<file path="src/rtl/hazard_ctrl.sv">
// Pipeline hazard controller: load-use / branch-operand stalls, redirect flush and data-memory freeze with timeout.
// Optional performance counters are enabled by defining HZ_PERF_CNT_EN.
module hazard_ctrl #(
    parameter int MEM_TIMEOUT = 256,
    parameter int CNT_W       = 32
) (
    input  logic             clk,
    input  logic             rst_n,
    input  logic [4:0]       hz_d_reg_raddr1_i,
    input  logic [4:0]       hz_d_reg_raddr2_i,
    input  logic             hz_d_rs1_used_i,
    input  logic             hz_d_rs2_used_i,
    input  logic             hz_d_is_branch_i,
    input  logic             hz_d_redirect_i,
    input  logic             hz_E_reg_wen_i,
    input  logic [4:0]       hz_E_reg_waddr_i,
    input  logic             hz_E_mem_ren_i,
    input  logic             hz_m_reg_wen_i,
    input  logic [4:0]       hz_m_reg_waddr_i,
    input  logic             hz_m_mem_ren_i,
    input  logic             hz_dmem_req_i,
    input  logic             hz_dmem_ready_i,
    output logic             hz_F_stall_o,
    output logic             hz_D_stall_o,
    output logic             hz_D_flush_o,
    output logic             hz_E_flush_o,
    output logic             hz_E_stall_o,
    output logic             hz_M_stall_o,
    output logic             hz_W_bubble_o,
    output logic             hz_mem_timeout_o
`ifdef HZ_PERF_CNT_EN
    ,
    output logic [CNT_W-1:0] hz_stall_cnt_o,
    output logic [CNT_W-1:0] hz_memwait_cnt_o
`endif
);

    localparam int WCNT_W = $clog2(MEM_TIMEOUT + 1);
    localparam logic [WCNT_W-1:0] TIMEOUT_VAL = WCNT_W'(MEM_TIMEOUT);
    localparam logic [WCNT_W-1:0] WCNT_ONE    = WCNT_W'(1);

    typedef enum logic {
        RUN,
        MEM_WAIT
    } state_e;

    state_e             state_q, state_d;
    logic [WCNT_W-1:0]  wait_cnt_q, wait_cnt_d;
    logic               timeout_q, timeout_d;

    logic match_e1, match_e2, match_m1, match_m2;
    logic e_hit, m_hit;
    logic lu_hz, be_hz, bm_hz, dep_stall;
    logic freeze;

    function automatic logic reg_match(input logic used, input logic [4:0] a,
                                       input logic wen, input logic [4:0] waddr);
        return used && (a != 5'd0) && wen && (a == waddr);
    endfunction

    always_comb begin
        match_e1  = reg_match(hz_d_rs1_used_i, hz_d_reg_raddr1_i, hz_E_reg_wen_i, hz_E_reg_waddr_i);
        match_e2  = reg_match(hz_d_rs2_used_i, hz_d_reg_raddr2_i, hz_E_reg_wen_i, hz_E_reg_waddr_i);
        match_m1  = reg_match(hz_d_rs1_used_i, hz_d_reg_raddr1_i, hz_m_reg_wen_i, hz_m_reg_waddr_i);
        match_m2  = reg_match(hz_d_rs2_used_i, hz_d_reg_raddr2_i, hz_m_reg_wen_i, hz_m_reg_waddr_i);
        e_hit     = match_e1 || match_e2;
        m_hit     = match_m1 || match_m2;
        lu_hz     = hz_E_mem_ren_i && e_hit;
        be_hz     = hz_d_is_branch_i && !hz_E_mem_ren_i && e_hit;
        bm_hz     = hz_d_is_branch_i && hz_m_mem_ren_i && m_hit;
        dep_stall = lu_hz || be_hz || bm_hz;
    end

    // Freeze covers the request cycle itself, so the pipe never moves past an unfinished access.
    always_comb begin
        state_d    = state_q;
        wait_cnt_d = '0;
        freeze     = 1'b0;
        unique case (state_q)
            RUN: begin
                if (hz_dmem_req_i && !hz_dmem_ready_i) begin
                    state_d = MEM_WAIT;
                    freeze  = 1'b1;
                end
            end
            MEM_WAIT: begin
                wait_cnt_d = (wait_cnt_q == TIMEOUT_VAL) ? wait_cnt_q : wait_cnt_q + WCNT_ONE;
                if (hz_dmem_ready_i) begin
                    state_d = RUN;
                end else begin
                    freeze = 1'b1;
                end
            end
            default: state_d = RUN;
        endcase
        timeout_d = timeout_q || (wait_cnt_d == TIMEOUT_VAL);
    end

    always_comb begin
        hz_F_stall_o  = 1'b0;
        hz_D_stall_o  = 1'b0;
        hz_D_flush_o  = 1'b0;
        hz_E_flush_o  = 1'b0;
        hz_E_stall_o  = 1'b0;
        hz_M_stall_o  = 1'b0;
        hz_W_bubble_o = 1'b0;
        if (!rst_n) begin
            hz_D_flush_o = 1'b1;
            hz_E_flush_o = 1'b1;
        end else if (freeze) begin
            hz_F_stall_o  = 1'b1;
            hz_D_stall_o  = 1'b1;
            hz_E_stall_o  = 1'b1;
            hz_M_stall_o  = 1'b1;
            hz_W_bubble_o = 1'b1;
        end else if (dep_stall) begin
            hz_F_stall_o = 1'b1;
            hz_D_stall_o = 1'b1;
            hz_E_flush_o = 1'b1;
        end else if (hz_d_redirect_i) begin
            hz_D_flush_o = 1'b1;
        end
    end

    assign hz_mem_timeout_o = timeout_q;

    always_ff @(posedge clk) begin
        if (!rst_n) begin
            state_q    <= RUN;
            wait_cnt_q <= '0;
            timeout_q  <= 1'b0;
        end else begin
            state_q    <= state_d;
            wait_cnt_q <= wait_cnt_d;
            timeout_q  <= timeout_d;
        end
    end

`ifdef HZ_PERF_CNT_EN
    logic [CNT_W-1:0] stall_cnt_q, stall_cnt_d;
    logic [CNT_W-1:0] memwait_cnt_q, memwait_cnt_d;

    // Both counters wrap naturally at 2^CNT_W.
    always_comb begin
        stall_cnt_d   = stall_cnt_q + (hz_F_stall_o ? CNT_W'(1) : CNT_W'(0));
        memwait_cnt_d = memwait_cnt_q + ((state_q == MEM_WAIT) ? CNT_W'(1) : CNT_W'(0));
    end

    always_ff @(posedge clk) begin
        if (!rst_n) begin
            stall_cnt_q   <= '0;
            memwait_cnt_q <= '0;
        end else begin
            stall_cnt_q   <= stall_cnt_d;
            memwait_cnt_q <= memwait_cnt_d;
        end
    end

    assign hz_stall_cnt_o   = stall_cnt_q;
    assign hz_memwait_cnt_o = memwait_cnt_q;
`endif

endmodule
</file>
<file path="config.mk">
export PLATFORM = sky130hd
export DESIGN_NAME = hazard_ctrl
export DESIGN_NICKNAME = d
export VERILOG_FILES = /design/src/rtl/hazard_ctrl.sv
export SDC_FILE = /design/constraint.sdc
export NUM_CORES = 1
export LEC_CHECK = 0
export BUFFER_PORTS_ARGS = -buffer_cell sky130_fd_sc_hd__buf_2
export CORE_MARGIN = 2
export CORE_UTILIZATION = 47
export DETAILED_ROUTE_END_ITERATION = 7
export GPL_ROUTABILITY_DRIVEN = 0
export HOLD_SLACK_MARGIN = 0.05
export PLACE_DENSITY = 0.84
export SETUP_SLACK_MARGIN = 0.4
export SYNTH_ARGS = -nofsm -noshare
export SYNTH_HDL_FRONTEND = slang
export SYNTH_SLANG_ARGS = --single-unit
export TNS_END_PERCENT = 20
</file>
<file path="constraint.sdc">
create_clock -name clk -period 2 [get_ports clk]
set_input_delay 0.4 -clock clk [delete_from_list [all_inputs] [get_ports clk]]
set_output_delay 0.4 -clock clk [all_outputs]
set_load 0.02 [all_outputs]
</file>
# Word level (Yosys, flattened, before mapping)
# Cells that the tools add are included.
classes:
  add_sub_neg: 1
  n_eq_ne: 6
  muxes: 16
  bitwise: 1
  reduce_logical: 25
ops:
  columns: ["operator", "count"]
  rows:
  - ["5-bit == test", 4]
  - ["9-bit == test (second input constant)", 2]
  - ["9-bit two-way mux", 2]
  - ["1-bit logical AND", 16]
  - ["1-bit two-way mux", 13]
  - ["5-bit nonzero test", 2]
  - ["9-bit by 1-bit adder with 9-bit output (second input constant)", 1]
  - ["1-bit logical OR", 5]
  - ["1-bit logical NOT", 2]
  - ["1-bit one-hot mux with 2 select lines", 1]
  - ["1-bit NOT", 1]
totals:
  ff_bits: 11
  in_bits: 32
  out_inout_bits: 8
  word_cells: 52

# Longest topological paths before layout
depth:
  depth_word: 11
  mapped_depth: 7

# Least setup slack after synthesis
# OpenSTA, ideal clock, no wires.
synth_path:
  kind: "input port to output port"
  start: "input port hz_d_reg_raddr1_i[1]"
  end: "output port hz_F_stall_o"
  t_arrival_ns: 1.782
  required_ns: 1.600
  slack_ns: -0.182
  path_stages: 6
  cell_sequence: "or4_1 o21ai_1 nor4_1 o21ai_1 o211ai_1 buf_4"
synth_via:
  elab_chain_cells: 11
  elab_cells_between_ends: 18
synth_lines:
  columns: ["element", "line", "text"]
  rows:
  - ["from (decl)", "9", "input logic [4:0] hz_d_reg_raddr1_i,"]
  - ["5-bit nonzero test", "58", "return used && (a != 5'd0) && wen && (a == waddr);"]
  - ["1-bit logical AND (3 in a row)", "58", null]
  - ["1-bit logical OR", "66", "e_hit = match_e1 || match_e2;"]
  - ["1-bit logical AND (on tied branches)", "68, 69", null]
  - ["1-bit logical OR", "71", "dep_stall = lu_hz || be_hz || bm_hz;"]
  - ["1-bit logical OR *", "71", null]
  - ["1-bit two-way mux * (3 in a row)", null, null]
  - ["to (decl)", "23", "output logic hz_F_stall_o,"]
# Mark *: on every way between the ends. The rest lies on a longest branch, timed or not.

# Worst setup path in the final report
layout_path:
  start: "input port hz_d_reg_raddr2_i[2]"
  end: "output port hz_D_stall_o"
layout_via:
  elab_chain_cells: 11
  elab_cells_between_ends: 18
layout_lines:
  columns: ["element", "line", "text"]
  rows:
  - ["from (decl)", "10", "input logic [4:0] hz_d_reg_raddr2_i,"]
  - ["5-bit nonzero test", "58", null]
  - ["1-bit logical AND (3 in a row)", "58", null]
  - ["1-bit logical OR", "66", null]
  - ["1-bit logical AND (on tied branches)", "68, 69", null]
  - ["1-bit logical OR", "71", null]
  - ["1-bit logical OR *", "71", null]
  - ["1-bit two-way mux *", "116", "end else if (dep_stall) begin"]
  - ["1-bit two-way mux *", "110", "end else if (freeze) begin"]
  - ["1-bit two-way mux *", "107", "if (!rst_n) begin"]
  - ["to (decl)", "24", "output logic hz_D_stall_o,"]
# Marked as above.

==> run_summary.xml <==
<?xml version="1.0" encoding="UTF-8"?>
<metrics>
  <group name="cts">
    <metric name="cts_setup_buffers" unit="">0</metric>
    <metric name="cts.clk_slew.worst_paths" unit="ns">0.07</metric>
    <metric name="cts-htree-levels" unit="">1</metric>
    <metric name="cts.sinks" unit="">11</metric>
    <metric name="tritoncts_clock_tree" unit="">yes</metric>
    <metric name="cts-root-buf" unit="">sky130_fd_sc_hd__clkbuf_4</metric>
    <metric name="clock_insertion_delay_worst_skew" unit="ns">0.27</metric>
    <metric name="clock_tree.buffer_depth" unit="">2</metric>
    <metric name="tritoncts.num_buffers" unit="">3</metric>
  </group>
  <group name="floorplan">
    <metric name="design.portCount" unit="">40</metric>
    <metric name="starting_utilization_of_the_core_area" unit="">0.490</metric>
    <metric name="floorplan.die.width" unit="microns">48.7</metric>
    <metric name="fp-row-count" unit="">16</metric>
    <metric name="fp.dieH" unit="microns">48.7</metric>
    <metric name="die_area" unit="sq mm">0.00238</metric>
    <metric name="core_area" unit="sq mm">0.00192</metric>
  </group>
  <group name="outcome">
    <metric name="run_status" unit="">finished with violations</metric>
    <metric name="failed_checks" unit="">setup timing</metric>
  </group>
  <group name="yosys">
    <metric name="ys_warn_count" unit="">0</metric>
    <metric name="syn_nets" unit="">153</metric>
    <metric name="mapped_cells" unit="">119</metric>
    <metric name="synthesis.area" unit="sq um">941</metric>
    <metric name="synthDistinctLibCells" unit="">36</metric>
    <metric name="synth_ff_type" unit="">sky130_fd_sc_hd__dfxtp_1</metric>
    <metric name="post_synth_edffs" unit="">0</metric>
    <metric name="synth_top_area_frac" unit="">0.234</metric>
    <metric name="synthDominantAreaCellType" unit="">sky130_fd_sc_hd__dfxtp_1</metric>
    <metric name="syn_area_per_cell" unit="sq um">7.91</metric>
    <metric name="synth_async_sr_flop_share" unit="">0</metric>
    <metric name="synth_sequential_area_ratio" unit="">0.234</metric>
    <metric name="netlist_top_cells_area" unit="">sky130_fd_sc_hd__dfxtp_1, sky130_fd_sc_hd__xnor2_1, sky130_fd_sc_hd__xor2_1</metric>
    <metric name="ys_seq_elements" unit="">11</metric>
  </group>
  <group name="sta">
    <metric name="setup_viol" unit="">4</metric>
    <metric name="worst-slew-pin-transition" unit="ns">0.328</metric>
    <metric name="post-route-worst-setup-slack" unit="ns">-0.231</metric>
    <metric name="fin_worst_skew" unit="ns">0.00324</metric>
    <metric name="drv_slew" unit="">0</metric>
    <metric name="final_min_period_over_clock_period" unit="">1.12</metric>
    <metric name="fin_hold_ws" unit="ns">0.409</metric>
    <metric name="timing_hold_violations_final" unit="">0</metric>
    <metric name="fmax" unit="GHz">0.448</metric>
    <metric name="setup_tns" unit="ns">-0.743</metric>
    <metric name="rsz_0062_raised_after_global_routing" unit="">true</metric>
    <metric name="slew-limit-headroom" unit="">0.780</metric>
    <metric name="finalWorstPathRequiredPeriod" unit="ns">2.23</metric>
  </group>
  <group name="worst_setup_path">
    <metric name="reg2reg_setup_slack" unit="ns">0.43</metric>
    <metric name="worstPathCellList" unit="">buf_6, or4_4, o21ai_4, nor4_4, o21ai_2, o211ai_1, buf_4</metric>
    <metric name="worst-path-stages" unit="">7</metric>
    <metric name="critical-path-top-delay-family" unit="">simple AND/OR/NAND/NOR gates</metric>
    <metric name="crit_buf_inv" unit="">2</metric>
    <metric name="data_arrival_time_of_the_worst_path" unit="ns">1.83</metric>
    <metric name="critPathLaunchType" unit="">primary input</metric>
    <metric name="r2r-end" unit="">hz_mem_timeout_o</metric>
    <metric name="worst-r2r-cell-count" unit="">5</metric>
    <metric name="timing.critical_path.fanout_max" unit="">2</metric>
    <metric name="worst_path_largest_cell_delay" unit="ns">0.53</metric>
    <metric name="worst-setup-path-type" unit="">in2out</metric>
    <metric name="startpoint" unit="">hz_d_reg_raddr2_i[2]</metric>
    <metric name="crit-reg2reg-launch" unit="">wait_cnt_q[4]</metric>
    <metric name="setup.worst_path.end_class" unit="">output port</metric>
    <metric name="cp-endpoint" unit="">hz_D_stall_o</metric>
    <metric name="highest_delay_cell_along_the_critical_path" unit="">sky130_fd_sc_hd__or4_4</metric>
    <metric name="worstPathRequired" unit="ns">1.60</metric>
  </group>
  <group name="drt">
    <metric name="drt-pass1-iter-count" unit="">4</metric>
    <metric name="drt_drc_violations_left" unit="">0</metric>
    <metric name="detailroute.via_count" unit="">1062</metric>
    <metric name="iter_0_drt_violations" unit="">16</metric>
    <metric name="routedWlPerCell" unit="microns">14.3</metric>
    <metric name="wirelength" unit="mm">2.79</metric>
    <metric name="drt-vias-per-instance" unit="">5.45</metric>
    <metric name="antenna_violating_nets_post_route" unit="">0</metric>
  </group>
  <group name="layout">
    <metric name="areaGrowthSynthToFinish" unit="%">51.3</metric>
    <metric name="final-seq-area" unit="sq um">236</metric>
    <metric name="end_of_flow_core_utilization" unit="">0.741</metric>
    <metric name="most-common-layout-cells" unit="">sky130_fd_sc_hd__buf_2, sky130_fd_sc_hd__xnor2_1, sky130_fd_sc_hd__nor2_1, sky130_fd_sc_hd__buf_4, sky130_fd_sc_hd__xor2_1</metric>
    <metric name="design.final.nets" unit="">203</metric>
    <metric name="final.fill_count" unit="">150</metric>
    <metric name="antenna_cells_inserted" unit="">0</metric>
    <metric name="multiInputGateArea" unit="sq um">783</metric>
    <metric name="layout.cells.most_common" unit="">sky130_fd_sc_hd__buf_2</metric>
    <metric name="drive_gt1_frac" unit="">0.482</metric>
  </group>
  <group name="min_path">
    <metric name="min_path_type" unit="">in2reg</metric>
  </group>
  <group name="flow_run">
    <metric name="total_of_max_cap_violations" unit="">0</metric>
  </group>
  <group name="power_and_ir_drop">
    <metric name="seq_power_share" unit="">0.402</metric>
    <metric name="p_sw" unit="uW">167</metric>
    <metric name="switching_share" unit="">0.302</metric>
    <metric name="cell_internal_pwr" unit="uW">385</metric>
    <metric name="pwr-share-clk" unit="">0.279</metric>
    <metric name="vdd.ir_drop.worst" unit="V">0.000249</metric>
    <metric name="power-per-cell-area" unit="mW/mm^2">387</metric>
    <metric name="power.combinational.fraction" unit="">0.319</metric>
    <metric name="power.static_leakage" unit="uW">0.000548</metric>
  </group>
  <group name="global_routing">
    <metric name="global_route.overflow_total" unit="">0</metric>
    <metric name="overall_global_routing_resource_usage" unit="">0.234</metric>
    <metric name="first_global_vias" unit="">1047</metric>
    <metric name="grt_pass1_wl" unit="mm">4.27</metric>
    <metric name="antenna_violations_before_repair" unit="">0</metric>
    <metric name="grt_start_max_net_pins" unit="">9</metric>
  </group>
  <group name="placed_design">
    <metric name="port_buffers" unit="">39</metric>
    <metric name="detailedPlacementHpwl" unit="mm">1.98</metric>
  </group>
</metrics>
-- cell type report --
cell class / count / share of cell area
clock buffer: 4 / 0.0185
inverter: 6 / 0.0176
multi-input combinational: 98 / 0.550
sequential: 11 / 0.166
tap: 27 / 0.0237
timing repair buffer: 49 / 0.224
-- worst min-delay path by stage --
stage                                 from          endpoint  slack (ns)  cells past startpoint
after detailed placement  hz_mem_timeout_o  hz_mem_timeout_o        0.44                      2
after global routing                 rst_n     wait_cnt_q[2]        0.42                      3
final                                rst_n     wait_cnt_q[2]        0.41                      3
after floorplan              wait_cnt_q[8]     wait_cnt_q[8]        0.49                      2
after CTS                            rst_n     wait_cnt_q[2]        0.41                      3
after global placement    hz_mem_timeout_o  hz_mem_timeout_o        0.44                      2
-- Yosys cell counts, types with 2 or more instances --
cell                        n
sky130_fd_sc_hd__nor4_1     4
sky130_fd_sc_hd__or3_1      2
sky130_fd_sc_hd__inv_1      6
sky130_fd_sc_hd__ha_1       2
sky130_fd_sc_hd__dfxtp_1   11
sky130_fd_sc_hd__o21a_1     2
sky130_fd_sc_hd__o211ai_1   2
sky130_fd_sc_hd__buf_4      3
sky130_fd_sc_hd__o21ai_1    5
sky130_fd_sc_hd__o21ai_0    3
sky130_fd_sc_hd__xnor2_1   15
sky130_fd_sc_hd__nand2_1    6
sky130_fd_sc_hd__or4_1      2
sky130_fd_sc_hd__xor2_1    11
sky130_fd_sc_hd__nor2_1    16
sky130_fd_sc_hd__nand3_1    9
-- stage by stage --
| stage | power (uW) | std cells | cell area (sq um) | setup slack (ns) |
|---|---|---|---|---|
| after floorplan | 299 | 119 | 941 | -0.175 |
| after global placement | 366 | 191 | 1220 | -0.157 |
| after detailed placement | 371 | 191 | 1220 | -0.194 |
| after CTS | 541 | 195 | 1340 | -0.172 |
| after global routing | 585 | 195 | 1420 | -0.273 |
| final | 551 | 195 | 1420 | -0.231 |
-- worst reg2reg max path, stage by stage, from the launching register on --
cell	delay [ns]
sky130_fd_sc_hd__dfxtp_2	0.34
sky130_fd_sc_hd__or3_4	0.41
sky130_fd_sc_hd__nor4_4	0.37
sky130_fd_sc_hd__nor2_1	0.09
sky130_fd_sc_hd__nand4b_1	0.18
sky130_fd_sc_hd__o21ai_1	0.12
-- state kept, by name, summed over array words and instances (netlist names) --
name              count
hz_mem_timeout_o      1
state_q               1
wait_cnt_q            9
-- routing by layer --
layer	wire, microns	track usage
met5	0	0
met4	97	0.162
met3	133	0.0278
met2	1540	0.429
met1	1020	0.245
-- logic make-up (layout without fill, tap and decap cells) --
logic type      count (synthesis)  after routing  share of synthesized area
xor+xnor                       26             26                      0.242
compound gates                 20             20                      0.146
buf+inv                        10             59                     0.0519
fa+ha+maj                       2              2                     0.0266
simple gates                   48             48                      0.277
flops                          11             11                      0.234
mux                             2              2                     0.0226
-- repair_timing --
| item | CTS | global route |
|---|---|---|
| resized for setup | 27 | 19 |
| hold buffers | 0 | 0 |
| endpoints found under the setup margin | 8 | 8 |
| pin swaps | 12 | 11 |
-- power by group through the flow --
stage	clock, uW	combinational, uW	sequential (uW)
detailed placement	0	143	228
floorplan	0	71.9	227
global placement	0	138	228
global route	174	189	222
CTS	157	161	223
finish	154	176	222
Power figures use the tool's default switching activity.
